==> src/rtl/vga_tile_scan.sv <==
// vga_tile_scan: 640x480@60 scan engine for the 3x3 tile display.
// It generates the sync timing and finds the tile under each pixel with
// incremental counters, so the scan path has no multipliers. It then forms
// the tile-ROM read address and delays sync/valid to line up with ROM data.
//
// Ports:
//   pclk      pixel clock
//   rst_n     asynchronous active-low reset
//   tile_idx  image index for tile_pos (0 = empty), looked up combinationally
//   h_cnt     horizontal counter 0..799 (stage 0)
//   v_cnt     vertical counter 0..524 (stage 0)
//   tile_pos  tile 1..9 row-major, 0 = outside grid (stage 1)
//   tile_off  pixel offset inside the tile (stage 1)
//   rom_addr  tile-ROM read address (stage 2)
//   rom_en    rom_addr is a fresh read this cycle (stage 2)
//   hsync     active-low, aligned to ROM data (stage 3)
//   vsync     active-low, aligned to ROM data (stage 3)
//   px_valid  pixel lies in the 640x480 active area (stage 3)
//   px_tile   pixel lies on a non-empty tile; select ROM data (stage 3)
module vga_tile_scan #(
    parameter int TILE       = 130,
    parameter int TILE_WORDS = 16900,
    parameter int ROM_AW     = 20
) (
    input  logic              pclk,
    input  logic              rst_n,
    input  logic [15:0]       tile_idx,
    output logic [9:0]        h_cnt,
    output logic [9:0]        v_cnt,
    output logic [3:0]        tile_pos,
    output logic [14:0]       tile_off,
    output logic [ROM_AW-1:0] rom_addr,
    output logic              rom_en,
    output logic              hsync,
    output logic              vsync,
    output logic              px_valid,
    output logic              px_tile
);

    localparam logic [9:0] H_MAX  = 10'd799;
    localparam logic [9:0] V_MAX  = 10'd524;
    localparam logic [9:0] H_ACT  = 10'd640;
    localparam logic [9:0] V_ACT  = 10'd480;
    localparam logic [9:0] HS_BEG = 10'd656;
    localparam logic [9:0] HS_END = 10'd751;
    localparam logic [9:0] VS_BEG = 10'd490;
    localparam logic [9:0] VS_END = 10'd491;
    localparam logic [9:0] GRID   = 10'(3 * TILE);
    localparam int         TW     = $clog2(TILE);
    localparam logic [TW-1:0] T_LAST = TW'(TILE - 1);
    localparam logic [14:0]   T_STEP = 15'(TILE);

    logic [TW-1:0] tx;
    logic [TW-1:0] ty;
    logic [1:0]    col;
    logic [1:0]    row;
    logic [14:0]   row_base;

    logic          vld_p0, hs_p0, vs_p0, grid_p0;
    logic [3:0]    pos_p0;
    logic [14:0]   off_p0;

    logic          vld_p1, hs_p1, vs_p1, hit_p1;
    logic [ROM_AW-1:0] addr_p1;

    logic          vld_p2, hs_p2, vs_p2;

    // ---- stage 0: scan counters and incremental tile locator ----
    always_ff @(posedge pclk or negedge rst_n) begin
        if (!rst_n) begin
            h_cnt    <= '0;
            v_cnt    <= '0;
            tx       <= '0;
            col      <= '0;
            ty       <= '0;
            row      <= '0;
            row_base <= '0;
        end else begin
            if (h_cnt == H_MAX) begin
                h_cnt <= '0;
                tx    <= '0;
                col   <= '0;
                if (v_cnt == V_MAX) begin
                    // frame wrap clear wins over the line advance
                    v_cnt    <= '0;
                    ty       <= '0;
                    row      <= '0;
                    row_base <= '0;
                end else begin
                    v_cnt <= v_cnt + 10'd1;
                    if (v_cnt < GRID) begin
                        if (ty == T_LAST) begin
                            ty       <= '0;
                            row_base <= '0;
                            row      <= row + 2'd1;
                        end else begin
                            ty       <= ty + TW'(1);
                            row_base <= row_base + T_STEP;
                        end
                    end
                end
            end else begin
                h_cnt <= h_cnt + 10'd1;
                if (h_cnt < GRID) begin
                    if (tx == T_LAST) begin
                        tx  <= '0;
                        col <= col + 2'd1;
                    end else begin
                        tx <= tx + TW'(1);
                    end
                end
            end
        end
    end

    assign vld_p0  = (h_cnt < H_ACT) && (v_cnt < V_ACT);
    assign hs_p0   = !((h_cnt >= HS_BEG) && (h_cnt <= HS_END));
    assign vs_p0   = !((v_cnt >= VS_BEG) && (v_cnt <= VS_END));
    assign grid_p0 = (h_cnt < GRID) && (v_cnt < GRID);
    // row*3 as shift-and-add
    assign pos_p0  = grid_p0 ? (4'({row, 1'b0}) + 4'(row) + 4'(col) + 4'd1) : 4'd0;
    assign off_p0  = grid_p0 ? (row_base + 15'(tx)) : 15'd0;

    // ---- stage 1: tile position/offset ----
    always_ff @(posedge pclk or negedge rst_n) begin
        if (!rst_n) begin
            tile_pos <= '0;
            tile_off <= '0;
            vld_p1   <= 1'b0;
            hs_p1    <= 1'b1;
            vs_p1    <= 1'b1;
        end else begin
            tile_pos <= pos_p0;
            tile_off <= off_p0;
            vld_p1   <= vld_p0;
            hs_p1    <= hs_p0;
            vs_p1    <= vs_p0;
        end
    end

    assign hit_p1  = (tile_pos != 4'd0) && (tile_idx != 16'd0);
    // constant multiply; wraps silently for indices past the ROM size
    assign addr_p1 = ROM_AW'(32'(tile_idx - 16'd1) * 32'(TILE_WORDS)) + ROM_AW'(tile_off);

    // ---- stage 2: ROM address ----
    always_ff @(posedge pclk or negedge rst_n) begin
        if (!rst_n) begin
            rom_addr <= '0;
            rom_en   <= 1'b0;
            vld_p2   <= 1'b0;
            hs_p2    <= 1'b1;
            vs_p2    <= 1'b1;
        end else begin
            if (hit_p1) begin
                rom_addr <= addr_p1;
            end
            rom_en <= hit_p1;
            vld_p2 <= vld_p1;
            hs_p2  <= hs_p1;
            vs_p2  <= vs_p1;
        end
    end

    // ---- stage 3: aligned with ROM read data ----
    always_ff @(posedge pclk or negedge rst_n) begin
        if (!rst_n) begin
            hsync    <= 1'b1;
            vsync    <= 1'b1;
            px_valid <= 1'b0;
            px_tile  <= 1'b0;
        end else begin
            hsync    <= hs_p2;
            vsync    <= vs_p2;
            px_valid <= vld_p2;
            px_tile  <= rom_en && vld_p2;
        end
    end

endmodule

==> config.mk <==
export PLATFORM = sky130hd
export DESIGN_NAME = vga_tile_scan
export DESIGN_NICKNAME = d
export VERILOG_FILES = /design/src/rtl/vga_tile_scan.sv
export SDC_FILE = /design/constraint.sdc
export NUM_CORES = 1
export LEC_CHECK = 0
export BUFFER_PORTS_ARGS = -buffer_cell sky130_fd_sc_hd__buf_4
export CORE_UTILIZATION = 42
export DETAILED_ROUTE_END_ITERATION = 16
export HOLD_SLACK_MARGIN = 0.1
export SLEW_MARGIN = 20
export SYNTH_ARGS = -nofsm -noshare
export SYNTH_HDL_FRONTEND = slang
export SYNTH_SLANG_ARGS = --single-unit
export TNS_END_PERCENT = 100
==> constraint.sdc <==
create_clock -name pclk -period 2.9 [get_ports pclk]
set_input_delay 0.29 -clock pclk [delete_from_list [all_inputs] [get_ports pclk]]
set_output_delay 0.29 -clock pclk [all_outputs]
set_load 0.05 [all_outputs]
Word-level counts from Yosys, hierarchy flattened
Cells that the tools add are included.
{ "op_classes": {"n_addsub": 13, "n_mul": 1, "order_cmp": 8, "eq_ne": 4, "mux": 19, "reduce_logical": 17} }
{ "op_table": {"columns": ["operator", "count"], "rows": [
  ["15-bit two-way mux", 4],
  ["8-bit two-way mux", 6],
  ["32-bit by 13-bit multiplier with 18-bit output, second input constant", 1],
  ["10-bit by 9-bit < comparator with 1-bit output, second input constant", 3],
  ["10-bit by 1-bit adder with 10-bit output, second input constant", 2],
  ["20-bit by 15-bit adder with 20-bit output", 1],
  ["10-bit equality test, second input constant", 2],
  ["10-bit two-way mux", 2],
  ["16-bit by 1-bit subtractor with 17-bit output, second input constant", 1],
  ["8-bit by 1-bit adder with 8-bit output, second input constant", 2],
  ["8-bit equality test, second input constant", 2],
  ["16-bit nonzero test", 1],
  ["15-bit by 8-bit adder with 15-bit output", 1],
  ["15-bit by 8-bit adder with 15-bit output, second input constant", 1],
  ["2-bit two-way mux", 6],
  ["10-bit >= comparator, second input constant", 1],
  ["10-bit by 9-bit >= comparator with 1-bit output, second input constant", 1],
  ["10-bit <= comparator, second input constant", 1],
  ["10-bit by 9-bit <= comparator with 1-bit output, second input constant", 1],
  ["10-bit < comparator, second input constant", 1],
  ["2-bit nonzero test", 4],
  ["1-bit logical AND", 6],
  ["2-bit by 1-bit adder with 2-bit output, second input constant", 2],
  ["3-bit by 2-bit adder with 4-bit output", 1],
  ["other kinds (7)", 9]
]} }
{ "word_totals": {"reg_bits": 105, "inputBits": 18, "out_inout_bits": 64, "wordCells": 83} }

Depth between registers and ports, before layout
Gate-level depths: netlist of the first run.
{ "logic_depth": {"depth_word": 4, "depth_mapped": 18, "ltp_nobuf": 18} }

Worst setup path after synthesis of the first run
Ideal clock, no wire load.
{ "synth_path": {"path_kind": "input to register", "from": "input port tile_idx[0]", "to": "register rom_addr[19]", "setup_ns": 0.125, "arrival_time_ns": 3.874, "required_ns": 2.775, "setup_slack_ns": -1.099, "cell_stages": 17, "path_buffers": 0, "cell_sequence": "inv_1 > ha_1 > nand2_1 > nor3_1 > xor2_1 > ha_1 > ha_1 > ha_1 > ha_1 > ha_1 > o21a_1 > o31a_1 > o31ai_1 > a21oi_1 > xnor3_1 > xnor2_1 > mux2_4"} }
{ "synth_via": {"elab_chain_cells": 3, "elab_cells_between_ends": 5, "classes_between": "add/sub (2); mul (1); reduce/logical (2)"} }
{ "synth_lines": {"columns": ["item", "line", "text"], "rows": [
  ["start: declaration", "27", "input logic [15:0] tile_idx,"],
  ["16-bit by 1-bit subtractor with 17-bit output", "143", "assign addr_p1 = ROM_AW'(32'(tile_idx - 16'd1) * 32'(TILE_WORDS)) + ROM_AW'(tile_off);"],
  ["32-bit by 13-bit multiplier with 18-bit output", "143", null],
  ["20-bit by 15-bit adder with 20-bit output", "143", null],
  ["end signal: assignment", "155", "rom_addr <= addr_p1;"],
  ["end: declaration", "32", "output logic [ROM_AW-1:0] rom_addr,"]
]} }
Parallel ways exist; a longest one is shown, timed or not.
A chain may end at the register's enable or synchronous reset.

Worst setup path in the final report of the first run
{ "layout_path": {"from": "input port tile_idx[4]", "to": "register rom_addr[19]"} }
The elaborated chain is that of the path after synthesis.

==> results.md, run 1 <==
- The number of synthesized flops with an enable pin is 0.
- Across the VDD grid, the largest voltage drop is between 0.2 and 0.3 mV.
- The number of setup violations in the final report is 8.
- The number of max-cap violations is 0.
- The slew at the pin closest to its max-slew limit is about 890 ps.
- The fill cell instance count of the final layout is 1332.
- The area inside the core boundary is 15300 um2.
- On the final layout, the worst clock skew is 11.1 ps.
- The initial antenna violation count was 0.
- The count of TritonRoute iterations in the first routing pass is 5.
- The worst setup path category is input pin to register.
- The number of H-tree levels is 3.
- The DRC violations left is 0.
- The clock tree from TritonCTS is done.
- Of all nets on the critical path, the largest fanout is 3.
- The number of register bits inferred by synthesis is around 100.
- The path class of the lowest-slack min-delay path is register to register.
- The total nets after synthesis is 790.
- The final critical path takes up 131% of the cycle.
- The tightest hold path in the finished design has a slack of between 300 and 400 ps.
- Setup repair after global routing could not meet its margin everywhere.
- The routed layout has between 5000 and 6000 vias.
- The area fraction of the dominant cell type after synthesis is 37.3%.
- Counting along the longest clock path gives a buffer depth of 2.
- For this design, the sink count on the clock tree is between 100 and 150.
- The fraction of layout instances using a drive strength above 1 is 29.4%.
- The floorplan has between 40 and 50 rows.
- After detailed routing, the total wire length is about 16000 um.
- The flow ran to the end, but the final reports show violations.
- In this run the tightest slew margin relative to its limit is between 30% and 40%.
- The total die area is approximately 16000 um2.
- For this design the static power due to leakage is ~0.0040 uW.
- Data arrives at the worst endpoint at between 4000 and 5000 ps.
- Global routing consumed, over all layers together, 21.0% of the routing resources.
- The synthesized cell area is 6580 um2.
- The vertical die dimension is 127 um.
- The share of flip-flops with an asynchronous set or reset is between 90% and 100%.
- In the final routed layout, each cell accounts on average for between 15 and 20 um.
- After the last flow step, the layout net total stands at roughly 950.
- The number of buffers inserted by port buffering is 81.
- In the synthesized netlist the dominant register cell turns out to be sky130_fd_sc_hd__dfrtp_1.
- Cells fill 56.6% of the core in the end.
- The number of hold violations in the final report was 0.
- After synthesis, flip-flops and latches occupy between 30% and 40% of the total area.
- Once the floorplan was initialized, standard cells occupied 43.1% of the core.
- The worst register-to-register path has a setup slack of roughly 100 ps.
- In this run, the number of DRC markers left after iteration 0 of detailed routing was 195.
- For the worst-skew pair, the clock arrives at the later sink with an insertion delay of ~350 ps.
- The first-pass GRT wire length is around 27000 um.
- The startpoint class of the critical path is an input pin.
- The count of antenna-violating nets left after detailed routing is 0.
- The final reports fail on setup timing.
- The gate count after technology mapping is around 700.
- The routability-driven placement congestion ratio is roughly 0.89.
- Counting I/O delays and the setup requirement, the final critical path takes ~3800 ps.
- The total CTS buffers is 9.
- After synthesis, the cell types taking the most area are sky130_fd_sc_hd__dfrtp_1 (37%), sky130_fd_sc_hd__ha_1 (13%), sky130_fd_sc_hd__o21ai_0 (5.4%), sky130_fd_sc_hd__nand2_1 (4.4%), sky130_fd_sc_hd__xnor2_1 (4.3%).
- After legalization and detailed placement, the total HPWL measured 12300 um.
- Summed over all layers, the global routing overflow is 0.
- The layout-stage area growth over the synthesis result is 31.3%.
- The number of global-route vias before repair is around 5600.
- The number of different library cells used by synthesis comes to 65.
- In this run the power density over the cells is just under 500 nW/um2.
- The final worst setup slack is -905 ps.
- The final number of max-transition violations is 0.
- The total number of yosys warnings is 0.
- The pin count of the biggest net entering global routing is 63.
- The worst setup path is captured at a register.
- The repair_antennas step left the layout with diodes totalling 0.
- After synthesis, the mean cell area works out to about 9.4 um2.
- Data on the critical path is required at its endpoint by roughly 3100 ps.
- The maximum achievable frequency is 263 MHz.
- The root buffer cell is sky130_fd_sc_hd__clkbuf_16.
- The top-level port count is 82.
- Of all cell types, the one taking the most synthesized area is sky130_fd_sc_hd__dfrtp_1.
- Using the TritonRoute via totals, the vias-per-cell ratio works out to 5.18.
- The die is ~130 um wide.
- The register clock-pin slew on the reported worst setup and hold paths is 70 ps.
-- synth_stat cells, types with 4 or more instances --
library cell,n
sky130_fd_sc_hd__dfstp_2,6
sky130_fd_sc_hd__nand2b_1,13
sky130_fd_sc_hd__fa_1,7
sky130_fd_sc_hd__nand4_1,8
sky130_fd_sc_hd__a21oi_1,24
sky130_fd_sc_hd__ha_1,66
sky130_fd_sc_hd__a31oi_1,7
sky130_fd_sc_hd__nand2_1,77
sky130_fd_sc_hd__nor3_1,17
sky130_fd_sc_hd__nor2_1,72
sky130_fd_sc_hd__inv_1,29
sky130_fd_sc_hd__o21ai_0,71
sky130_fd_sc_hd__nor4_1,4
sky130_fd_sc_hd__buf_2,4
sky130_fd_sc_hd__xnor2_1,32
sky130_fd_sc_hd__clkbuf_1,12
sky130_fd_sc_hd__a21o_1,13
sky130_fd_sc_hd__o31ai_1,16
sky130_fd_sc_hd__and3_1,11
sky130_fd_sc_hd__dfrtp_1,98
sky130_fd_sc_hd__nor2b_1,7
sky130_fd_sc_hd__xor2_1,19
sky130_fd_sc_hd__nand3_1,17
sky130_fd_sc_hd__o41ai_1,5
sky130_fd_sc_hd__o21a_1,8
-- cell usage in the layout, fill, tap and decap left out, types with 9 or more instances in the layout --
cell type                   count
sky130_fd_sc_hd__and3_1        11
sky130_fd_sc_hd__buf_4        160
sky130_fd_sc_hd__dfrtp_1       98
sky130_fd_sc_hd__xor2_1        17
sky130_fd_sc_hd__a21o_1        13
sky130_fd_sc_hd__o21ai_0       67
sky130_fd_sc_hd__o31ai_1       14
sky130_fd_sc_hd__a21oi_1       16
sky130_fd_sc_hd__clkbuf_16      9
sky130_fd_sc_hd__inv_1         24
sky130_fd_sc_hd__nand3_1       17
sky130_fd_sc_hd__ha_1          57
sky130_fd_sc_hd__nand2b_1      12
sky130_fd_sc_hd__xnor2_1       28
sky130_fd_sc_hd__nor2_1        69
sky130_fd_sc_hd__nor3_1        15
sky130_fd_sc_hd__nand2_1       74
-- per-stage QoR --
| stage | setup WS, ps | setup TNS (ps) | area (um2) | power [uW] | instances |
|---|---|---|---|---|---|
| 3_5_place_dp | -1370 | -9870 | 7990 | 2960 | 1045 |
| 4_1_cts | -865 | -5820 | 8520 | 4250 | 1070 |
| 3_3_place_gp | -1300 | -9540 | 7990 | 2940 | 1045 |
| 2_1_floorplan | -1010 | -5840 | 6640 | 2450 | 699 |
| 6_report | -905 | -5990 | 8640 | 4280 | 1072 |
| 5_1_grt | -1010 | -7210 | 8640 | 4500 | 1072 |
-- logic make-up (layout without fill, tap and decap cells) --
kind of cell | count (synthesis) | in the layout | synth area share (%)
buffers and inverters | 50 | 212 | 3.27
DFF | 104 | 104 | 39.7
and+or+nand+nor | 250 | 250 | 18.7
xor gates and xnor gates | 53 | 53 | 7.47
muxes | 4 | 4 | 0.722
adders and majority gates | 73 | 73 | 14.7
AOI/OAI and AO/OA | 165 | 165 | 15.5
-- critical path: stages --
cell and delay (ps):
sky130_fd_sc_hd__buf_8 100, sky130_fd_sc_hd__nor4_4 350, sky130_fd_sc_hd__buf_4 180, sky130_fd_sc_hd__nand2_4 50, sky130_fd_sc_hd__nor2_4 120, sky130_fd_sc_hd__xor2_2 190
sky130_fd_sc_hd__ha_1 260, sky130_fd_sc_hd__ha_1 280, sky130_fd_sc_hd__ha_2 180, sky130_fd_sc_hd__inv_2 40, sky130_fd_sc_hd__fa_1 510, sky130_fd_sc_hd__inv_2 50
sky130_fd_sc_hd__ha_4 270, sky130_fd_sc_hd__and4_4 240, sky130_fd_sc_hd__nand3_1 90, sky130_fd_sc_hd__nor2_1 140, sky130_fd_sc_hd__nand2_2 110, sky130_fd_sc_hd__a211oi_2 270
sky130_fd_sc_hd__xnor2_1 90, sky130_fd_sc_hd__mux2_4 250
-- where the power goes --
part	switching, uW	internal [uW]	leakage [uW]
combinational	834	717	0.00255
sequential	46.6	1530	0.00131
clock	563	591	0.000139
-- what timing repair did --
| action | in CTS | in global routing |
|---|---|---|
| endpoints found under the setup margin | 8 | 8 |
| setup buffers | 9 | 2 |
| resized for setup | 33 | 19 |
| hold endpoints to repair | 55 | 0 |
| pin swaps | 28 | 21 |
| hold buffers | 1 | 0 |
-- final cells by class --
type                       instances  area (um2)  area share [%]
clock inverter                     6        52.6           0.608
inverter                          30         113            1.30
timing repair buffer             167        1300            15.1
tap                              211         264            3.06
clock buffer                       9         225            2.61
multi-input combinational        545        4070            47.1
sequential                       104        2610            30.2
-- per-layer routing --
metal / up-vias / wire length (um) / part of all wire (%) / GRT usage, %
met5: - / 0 / 0 / 0
met4: 0 / 405 / 2.5 / 9.24
met1: 2658 / 7170 / 44 / 26.2
met3: 26 / 347 / 2.1 / 2.26
li1: 2783 / - / - / -
met2: 86 / 8270 / 51 / 36.8
-- worst paths after layout --
kind | start | end | cells after the start
max | tile_idx[4] | rom_addr[19] | 20
min | hs_p2 | hsync | 0
min reg2reg | hs_p2 | hsync | 0
min in group asynchronous | rst_n | v_cnt[0] | 2
max reg2reg | tile_off[2] | rom_addr[14] | 10
max in group asynchronous | rst_n | rom_addr[11] | 3
-- flip-flops by register name, indices dropped and copies added, names as in the netlist --
signal	cells
vs_p2	1
row_base	14
rom_en	1
tx	8
px_valid	1
col	2
tile_pos	4
vld_p1	1
hs_p1	1
v_cnt	10
vs_p1	1
hsync	1
px_tile	1
rom_addr	20
row	2
h_cnt	10
vsync	1
hs_p2	1
vld_p2	1
tile_off	15
ty	8
No activity file was read; power rests on OpenSTA's default activity.
==> run 2: changes to the inputs <==
Settings changed: GPL_TIMING_DRIVEN set to 0, TNS_END_PERCENT 100 to unset.
==> run 2 against run 1 <==
Effect of this change: the flow still finishes with violations (setup timing); setup slack lost 39 ps; highest routed layer unchanged; largest power group unchanged; hold slack lost 6.3 ps; clock-buffer cell count grew 2; largest cell class unchanged; clock skew grew 0.60 ps; critical path type unchanged; via count is essentially flat.
==> results.md, run 2 (synthesis results as in run 1) <==
- The fill cell instance count of the final layout is 1381.
- Of the total power, combinational logic draws roughly a third.
- The via count is 5558.
- Internal power comes to ~2800 uW.
- The die is between 100 and 150 um wide.
- The relative slew slack is 36.2%.
- The library cell used most frequently in the layout, excluding fill and tap cells, is sky130_fd_sc_hd__dfrtp_1.
- The checks that failed: setup timing.
- The startpoint of the lowest-slack register-to-register path is tile_off[2].
- The power density of the placed cells is between 500 and 600 nW/um2.
- The clock net in this run drives a total of 104 sinks.
- The initialized floorplan defines 45 standard-cell rows.
- The number of H-tree levels is 3.
- The portion of total power attributed to sequential cells is between 30% and 40%.
- Entering global routing, the biggest net connects 105 pins.
- The standard cell with the maximum stage delay on the critical path is sky130_fd_sc_hd__ha_1.
- The met2 demand-to-capacity share in global routing is ~36%.
- The final layout contains routed wiring with a total length of approximately 16000 um.
- The worst-skew pair later-pin latency is around 360 ps.
- The count of nets after finishing is 900.
- The maximum achievable frequency is 260 MHz.
- The analysis attributes to cell leakage a power of approximately 0.0037 uW.
- The number of antenna repair diodes is 0.
- The first-pass GRT wire length is 26300 um.
- The final worst setup slack is -943 ps.
- The switching power is 1430 uW.
- The post-route clock skew is 11.7 ps.
- The signal on the critical path passes through buf_4, nor4_4, nand2_2, buf_4, o41ai_1, o21ai_1, ha_1, ha_1, ha_1, nor2b_1, o31a_1, o31ai_4, a21oi_2, xnor3_1, xnor2_1, mux2_4.
- The launch instance of the worst min-delay path is vld_p1.
- The tool flagged a number of max-cap violations equal to 0.
- The critical path arrival is between 4000 and 5000 ps.
- Using the TritonRoute via totals, the vias-per-cell ratio works out to roughly 5.4.
- The combined area of the multi-input logic cells is around 4200 um2.
- Once the floorplan was initialized, standard cells occupied 43.1% of the core.
- The number of global-route vias before repair is around 5400.
- Setup repair after global routing could not meet its margin everywhere.
- Summed over all failing endpoints, the final setup total negative slack is -5590 ps.
- The worst path in the final design needs a cycle of just under 4000 ps, including I/O delays and setup.
- The highest ir drop seen on vdd is around 0.27 mV.
- The kind of end point of the critical path is a register.
- The number of hold violations in the final report came to 0.
- The count of TritonRoute iterations in the first routing pass is 4.
- The number of flip-flops under the largest register name is 20.
- Of the cells placed in the final design, the portion with a size suffix greater than 1 is 24.3%.
- The global route total overflow is 0.
- The vertical die dimension is 127 um.
- The worst reg-to-reg setup slack is 70 ps.
- Setup violations remaining at the end of the flow were counted as 8.
- The flow ran to the end, but the final reports show violations.
- The layer flagged by global routing as most heavily used is met2.
- The startpoint class of the critical path is an input pin.
- The switching power share of the total is 33.6%.
- The critical path's most frequent cell is sky130_fd_sc_hd__ha_1.
- The buffers plus inverters on the worst setup path is 2.
- The routability-driven placement congestion ratio is 0.849.
- The fraction of power consumed by the clock network is 30.1%.
- The top-level port count is between 80 and 90.
- For the pin with the worst max-slew slack, the measured transition is around 960 ps.
- Counting flops per register, the top entry is rom_addr.
- The final hold slack is 351 ps.
- The cell sitting at the root of the clock tree is a sky130_fd_sc_hd__clkbuf_16.
- The iteration-0 DRC count of the detailed router is 240.
- The area inside the core boundary is 15300 um2.
- The final number of max-transition violations is 0.
- Dividing the final minimum period by the clock period gives 133%.
- The path class of the lowest-slack min-delay path is register to register.
- The reg-to-reg critical path endpoint is rom_addr[18].
- The total die area is approximately 16000 um2.
- The biggest fanout along the worst timing path is 5.
- The longest individual stage delay on the worst path is ~370 ps.
- The detailed-placement wirelength estimate is about 12000 um.
- The worst hold path terminates at vld_p2.
- After detailed routing, the average wire length per cell comes to between 15 and 20 um.
- Counting instances, the worst hold path has a depth of 0.
- The worst-case clock buffer depth is 2.
- The kind of cell with the highest combined delay on the critical path is compound AO/OA/AOI/OAI gates.
- The DRC violations left is 0.
- The data required time at the worst endpoint is around 3200 ps.
- Clock-pin slew was measured on the worst setup and hold paths at approximately 70 ps.
- Leaving out fill and tap cells, the most frequent cells in the layout are sky130_fd_sc_hd__dfrtp_1 (98), sky130_fd_sc_hd__buf_4 (96), sky130_fd_sc_hd__nand2_1 (75).
- The met1 track demand over resource in global routing is about a quarter.
- The overall global routing resource usage is around a fifth.
- The clock tree from TritonCTS is done.
- The total CTS buffers is 9.
- For this run, global-route usage on met3 was measured as under 10%.
- The worst setup path is of the input pin to register kind.
- The largest registers in the layout are rom_addr: 20 flops, tile_off: 15 flops, row_base: 14 flops.
- Once detail routing completed, the nets flagged for antenna violations numbered 0.
- The worst register-to-register path has a depth of 10.
- The layout-stage area growth over the synthesis result is 26.5%.
- The initial antenna violation count came to 0.
- The number of buffers inserted by port buffering is between 80 and 90.
- The sequential cell area in the final layout is 2610 um2.
run 2: changes by cell type in the layout (fill, tap and decap cells not counted), moves of 3 or more:
cell,change
sky130_fd_sc_hd__buf_4,-64
sky130_fd_sc_hd__clkbuf_1,+13
sky130_fd_sc_hd__buf_2,+4
sky130_fd_sc_hd__buf_6,+3
sky130_fd_sc_hd__ha_1,-3
sky130_fd_sc_hd__ha_4,+3
run 2: final cells by class:
class,count,share of cell area (%)
Clock buffer,11,2.92
Sequential cell,104,31.4
Clock inverter,5,0.812
Buffer,20,1.23
Tap cell,211,3.17
Multi-Input combinational cell,545,49.9
Inverter,30,1.40
Timing Repair Buffer,99,9.19
run 2: power by group through the flow:
stage                     clock network (uW)  logic, uW  registers (uW)
final                                   1280       1400            1570
after global routing                    1370       1510            1590
after CTS                               1320       1270            1580
after detailed placement                   0       1180            1600
after global placement                     0       1170            1600
after floorplan                            0        584            1860
run 2: worst max path at each step:
stage,startpoint,to,slack (ps),cells past startpoint
2_1_floorplan,tile_idx[4],rom_addr[16],-1010,16
3_3_place_gp,tile_idx[0],rom_addr[19],-1740,18
3_5_place_dp,tile_idx[0],rom_addr[19],-1820,18
4_1_cts,tile_idx[7],rom_addr[16],-940,17
5_1_grt,tile_idx[0],rom_addr[19],-1080,16
6_report,tile_idx[0],rom_addr[19],-940,16
run 2: stage by stage:
step / total power (uW) / util [%] / cell area [um2] / cells / setup WS (ps)
2_1_floorplan: 2450 / - / 6640 / 699 / -1010
3_3_place_gp: 2770 / 49.2 / 7510 / 991 / -1740
3_5_place_dp: 2790 / 49.3 / 7520 / 991 / -1820
4_1_cts: 4160 / 53.0 / 8090 / 1020 / -943
5_1_grt: 4470 / 54.5 / 8320 / 1025 / -1080
6_report: 4260 / 54.5 / 8320 / 1025 / -943
run 2: metal layers:
metal  wire, um  up-vias
li1           -     2691
met1       7250     2740
met2       8290       97
met3        457       30
met4        438        0
met5          0        -
run 2: repair_timing:
action,in CTS,in global routing
resized for setup,29,30
pin swaps,29,28
endpoints found under the hold margin,8,0
endpoints found under the setup margin,9,9
hold buffers,1,0
setup buffers,12,5
==> run 3: changes to the inputs <==
Settings changed: ABC_AREA set to 1.
==> run 3 against run 2 <==
Effect of this change: the run still ends with setup timing left; non-clock buffer count up 6; clock-buffer cell count down 2; flip-flop and latch count unchanged; register-to-register slack better by 430 ps; sequential power about the same; synthesized cell count up 22%; final cell count up 18%; setup slack better by 460 ps; largest cell class unchanged; first-iteration DRC count up 14%; global-route usage up 1.0 points; die area up 3.9%; routed wire length up 6.2%.
==> results.md, run 3 <==
- The run finished, with violations left.
- The final reports fail on setup timing.
- The die is between 100 and 150 um tall.
- The largest individual stage delay along the critical path comes from the cell sky130_fd_sc_hd__ha_1.
- For this design the static power due to leakage is 0.00453 uW.
- The detail-routed via count per cell is ~5.1.
- In this run the tightest slew margin relative to its limit is 36.3%.
- The number of antenna repair diodes is 0.
- The number of register bits inferred by synthesis is about 100.
- The post-layout utilization of the core is between 50 and 60%.
- After clock tree synthesis, the flow added hold-fix buffers numbering 0.
- The routed wirelength normalized by instance count is 14.5 um.
- Leaving out fill and tap cells, the most frequent cell in the layout is sky130_fd_sc_hd__nand2_1.
- The die span in x is between 100 and 150 um.
- The top-level port count is ~80.
- The largest total area in the synthesized netlist belongs to sky130_fd_sc_hd__dfrtp_1.
- The detailed-placement wirelength estimate is approximately 13000 um.
- The critical path goes through buf_4, clkinvlp_4, buf_4, nand3_1, nand2_1, nand2_2, ha_1, ha_1, ha_1, ha_4, inv_1, xor2_1, inv_1, ha_4, nand2_4, nor3_4, nand2_2, nand2_2, nand3_2, nor2_2, nand3_1, nand3_1, nand2_1.
- Summing all flip-flop and latch instances after layout gives 2610 um2.
- The area fraction of the dominant cell type after synthesis is 35.9%.
- The worst-skew pair later-pin latency is 370 ps.
- The initial antenna violation count was 0.
- The count of TritonRoute iterations in the first routing pass is 5.
- The clock passes through at most 2 buffers.
- The number of hold violations in the final report is 0.
- The floorplan step defined a die boundary enclosing between 15000 and 20000 um2.
- The total overflow left after global routing is 0.
- The startpoint class of the critical path is an input pin.
- The startpoint identified for the worst register-to-register timing path is h_cnt[0].
- The clock tree from TritonCTS is done.
- The number of synthesized flops with an enable pin is 0.
- In the synthesized netlist, the cells that appear most often are sky130_fd_sc_hd__nand2_1 (179), sky130_fd_sc_hd__inv_1 (125), sky130_fd_sc_hd__dfrtp_1 (98), sky130_fd_sc_hd__nor2_1 (75), sky130_fd_sc_hd__ha_1 (66).
- At the pin with the least slew margin, the transition time is around 960 ps.
- STA puts the critical path data required time at around 3200 ps.
- In the layout the commonest cells are sky130_fd_sc_hd__nand2_1 (163), sky130_fd_sc_hd__inv_1 (114), sky130_fd_sc_hd__buf_4 (108).
- The total CTS buffers is 9.
- The gate count after technology mapping is ~860.
- For this design, the sink count on the clock tree is about 100.
- After clock tree synthesis, the clock-pin slew on the worst setup and hold paths is ~80 ps.
- Synthesis produced a netlist with a net count of 947.
- In this run the clock root is driven by a sky130_fd_sc_hd__clkbuf_16.
- Along the worst path, the maximum fanout reaches 5.
- For this run, the post-layout net count is approximately 1100.
- The total wire length after detailed routing is around 17000 um.
- The register with the most flip-flops in the layout has 20 of them.
- The flip-flop cell with the highest count after synthesis is sky130_fd_sc_hd__dfrtp_1.
- The final critical delay including setup and external delays is between 3000 and 4000 ps.
- For this run, design rule violations remaining after detail routing come to 0.
- The number of distinct library cells after synthesis is 52.
- The final route contains a little over 6000 vias.
- Once detail routing completed, the nets flagged for antenna violations numbered 0.
- VDD sags by at most between 0.2 and 0.3 mV.
- Each instance of the synthesized netlist takes up on average ~8 um2.
- The worst setup path is of the input pin to register kind.
- The detailed router finished its first iteration with 274 violations.
- Entering global routing, the biggest net connects approximately 110 pins.
- The finished layout holds about 1200 standard cells, fillers aside.
- Setup repair after global routing could not meet its margin everywhere.
- The layout-stage area growth over the synthesis result is 32.5%.
- The cell count after placement is 1153.
- The path class of the lowest-slack min-delay path is input pin to async pin.
- The area inside the core boundary is roughly 16000 um2.
- Tracing the worst setup path back leads to its startpoint at tile_idx[0].
- After synthesis, flip-flops and latches occupy about two fifths of the total area.
- Dividing total power by cell area gives a power density of between 400 and 500 nW/um2.
- The routability-driven placement congestion ratio is 0.862.
- The kind of end point of the critical path is a register.
- The post-route clock skew is around 15 ps.
- Cells with a size suffix above 1 make up between 20% and 30% of the layout.
- Global routing consumed, over all layers together, a little over a fifth of the routing resources.
- During placement, the flow inserted port buffers numbering just over 80.
- Hold timing on the final database bottoms out at a slack of between 15 and 20 ps.
- The initial core utilization is a little over two fifths.
- The combined area of the multi-input logic cells is approximately 4400 um2.
- For this run, the top clock speed supported by timing is slightly below 300 MHz.
- The longest individual stage delay on the worst path is around 330 ps.
- The critical path arrival is 3640 ps.
- The number of setup violations in the final report is 7.
- The final number of max-transition violations came to 0.
- The share of the clock period used by the worst path is 117%.
- After layout, the worst setup slack is -484 ps.
- The number of global-route vias before repair came to roughly 5800.
- Of all flip-flops after synthesis, the portion carrying an async set or reset was 100%.
- The synthesized cell area is ~6800 um2.
- The first-pass GRT wire length is about 28000 um.
- The H-tree generated during clock tree synthesis spans 3 levels.
- The tool flagged a number of max-cap violations equal to 0.
- The fill cell instance count of the final layout is about 1500.
- The register with the highest flop count is rom_addr.
- In the final layout, the registers with the most flip-flops are rom_addr: 20 flops, tile_off: 15 flops, row_base: 14 flops.
- The Yosys step of the flow raised 0 warnings.
- The most frequent cell after synthesis is sky130_fd_sc_hd__nand2_1.
- The floorplan has 46 rows.
- Ranked by total cell area, the synthesized netlist is headed by sky130_fd_sc_hd__dfrtp_1 (36%), sky130_fd_sc_hd__ha_1 (12%), sky130_fd_sc_hd__nand2_1 (9.8%), sky130_fd_sc_hd__inv_1 (6.9%), sky130_fd_sc_hd__nor2_1 (4.1%).
## run 3: changes by cell type in the layout (fill, tap and decap cells not counted), moves of 12 or more
| cell | before | now |
|---|---|---|
| sky130_fd_sc_hd__ha_1 | 54 | 39 |
| sky130_fd_sc_hd__nand2_2 | 2 | 17 |
| sky130_fd_sc_hd__inv_1 | 25 | 114 |
| sky130_fd_sc_hd__nand2b_1 | 12 | 0 |
| sky130_fd_sc_hd__nand2_1 | 75 | 163 |
| sky130_fd_sc_hd__nand3_1 | 16 | 46 |
| sky130_fd_sc_hd__a21oi_1 | 16 | 48 |
| sky130_fd_sc_hd__o21ai_0 | 65 | 32 |
| sky130_fd_sc_hd__xnor2_1 | 27 | 7 |
| sky130_fd_sc_hd__nand4_1 | 8 | 22 |
| sky130_fd_sc_hd__buf_4 | 96 | 108 |
| sky130_fd_sc_hd__ha_4 | 11 | 25 |
## run 3: metal layers
layer	routed length, um	share of wire (%)	up-vias	GRT usage, %
met5	0	0	-	0
met4	171	0.98	0	4.65
met3	845	4.8	16	3.76
met2	8220	47	130	35.7
met1	8220	47	2869	30.0
li1	-	-	3096	-
## run 3: kinds of logic after synthesis
family / share of synthesized area (%)
simple gates: 25.1
buf+inv: 7.83
compound gates: 10.7
flops: 38.2
fa+ha+maj: 14.1
xor+xnor: 4.10
## run 3: final cells by class
class                      instances  share of cell area (%)
inverter                         130                    5.48
tap                              216                    2.98
clock buffer                       9                    2.49
multi-input combinational        614                    48.4
buffer                             8                   0.525
timing repair buffer             117                    10.3
clock inverter                     7                    1.01
sequential                       104                    28.8
## run 3: path summary, 6_finish.rpt
check,endpoint,slack (ps),depth (start not counted)
worst min register to register,hsync,360,0
worst max-delay path,rom_addr[19],-480,23
max in group asynchronous,ty[4],2210,1
worst min-delay path,v_cnt[4],20,1
worst max register to register,row[1],500,10
min in group pclk,hsync,360,0
## run 3: through the flow
stage	area (um2)	worst slack (ps)	power (uW)	TNS [ps]
2_1_floorplan	7030	-517	2530	-2990
6_report	9060	-484	4460	-2630
3_5_place_dp	7910	-1210	2880	-7800
3_3_place_gp	7900	-1180	2870	-7730
5_1_grt	9060	-713	4700	-3950
4_1_cts	8810	-375	4390	-1940
## run 3: worst max-delay path: cells and delay by family
family	cells	cell delay, ps
AND/OR/NAND/NOR	12	1150
adder cells (fa/ha/maj)	5	1440
XOR/XNOR	1	160
buffers and inverters	5	600
## run 3: where the power goes
group	internal (uW)	total, uW	switching [uW]
clock	631	1280	647
sequential	1530	1570	46.1
combinational	644	1610	962
## run 3: timing repair
action	4_1_cts	5_1_grt
resized for setup	69	31
pin swaps	62	46
setup endpoints to repair	8	8
cloned	0	0
setup buffers	26	12
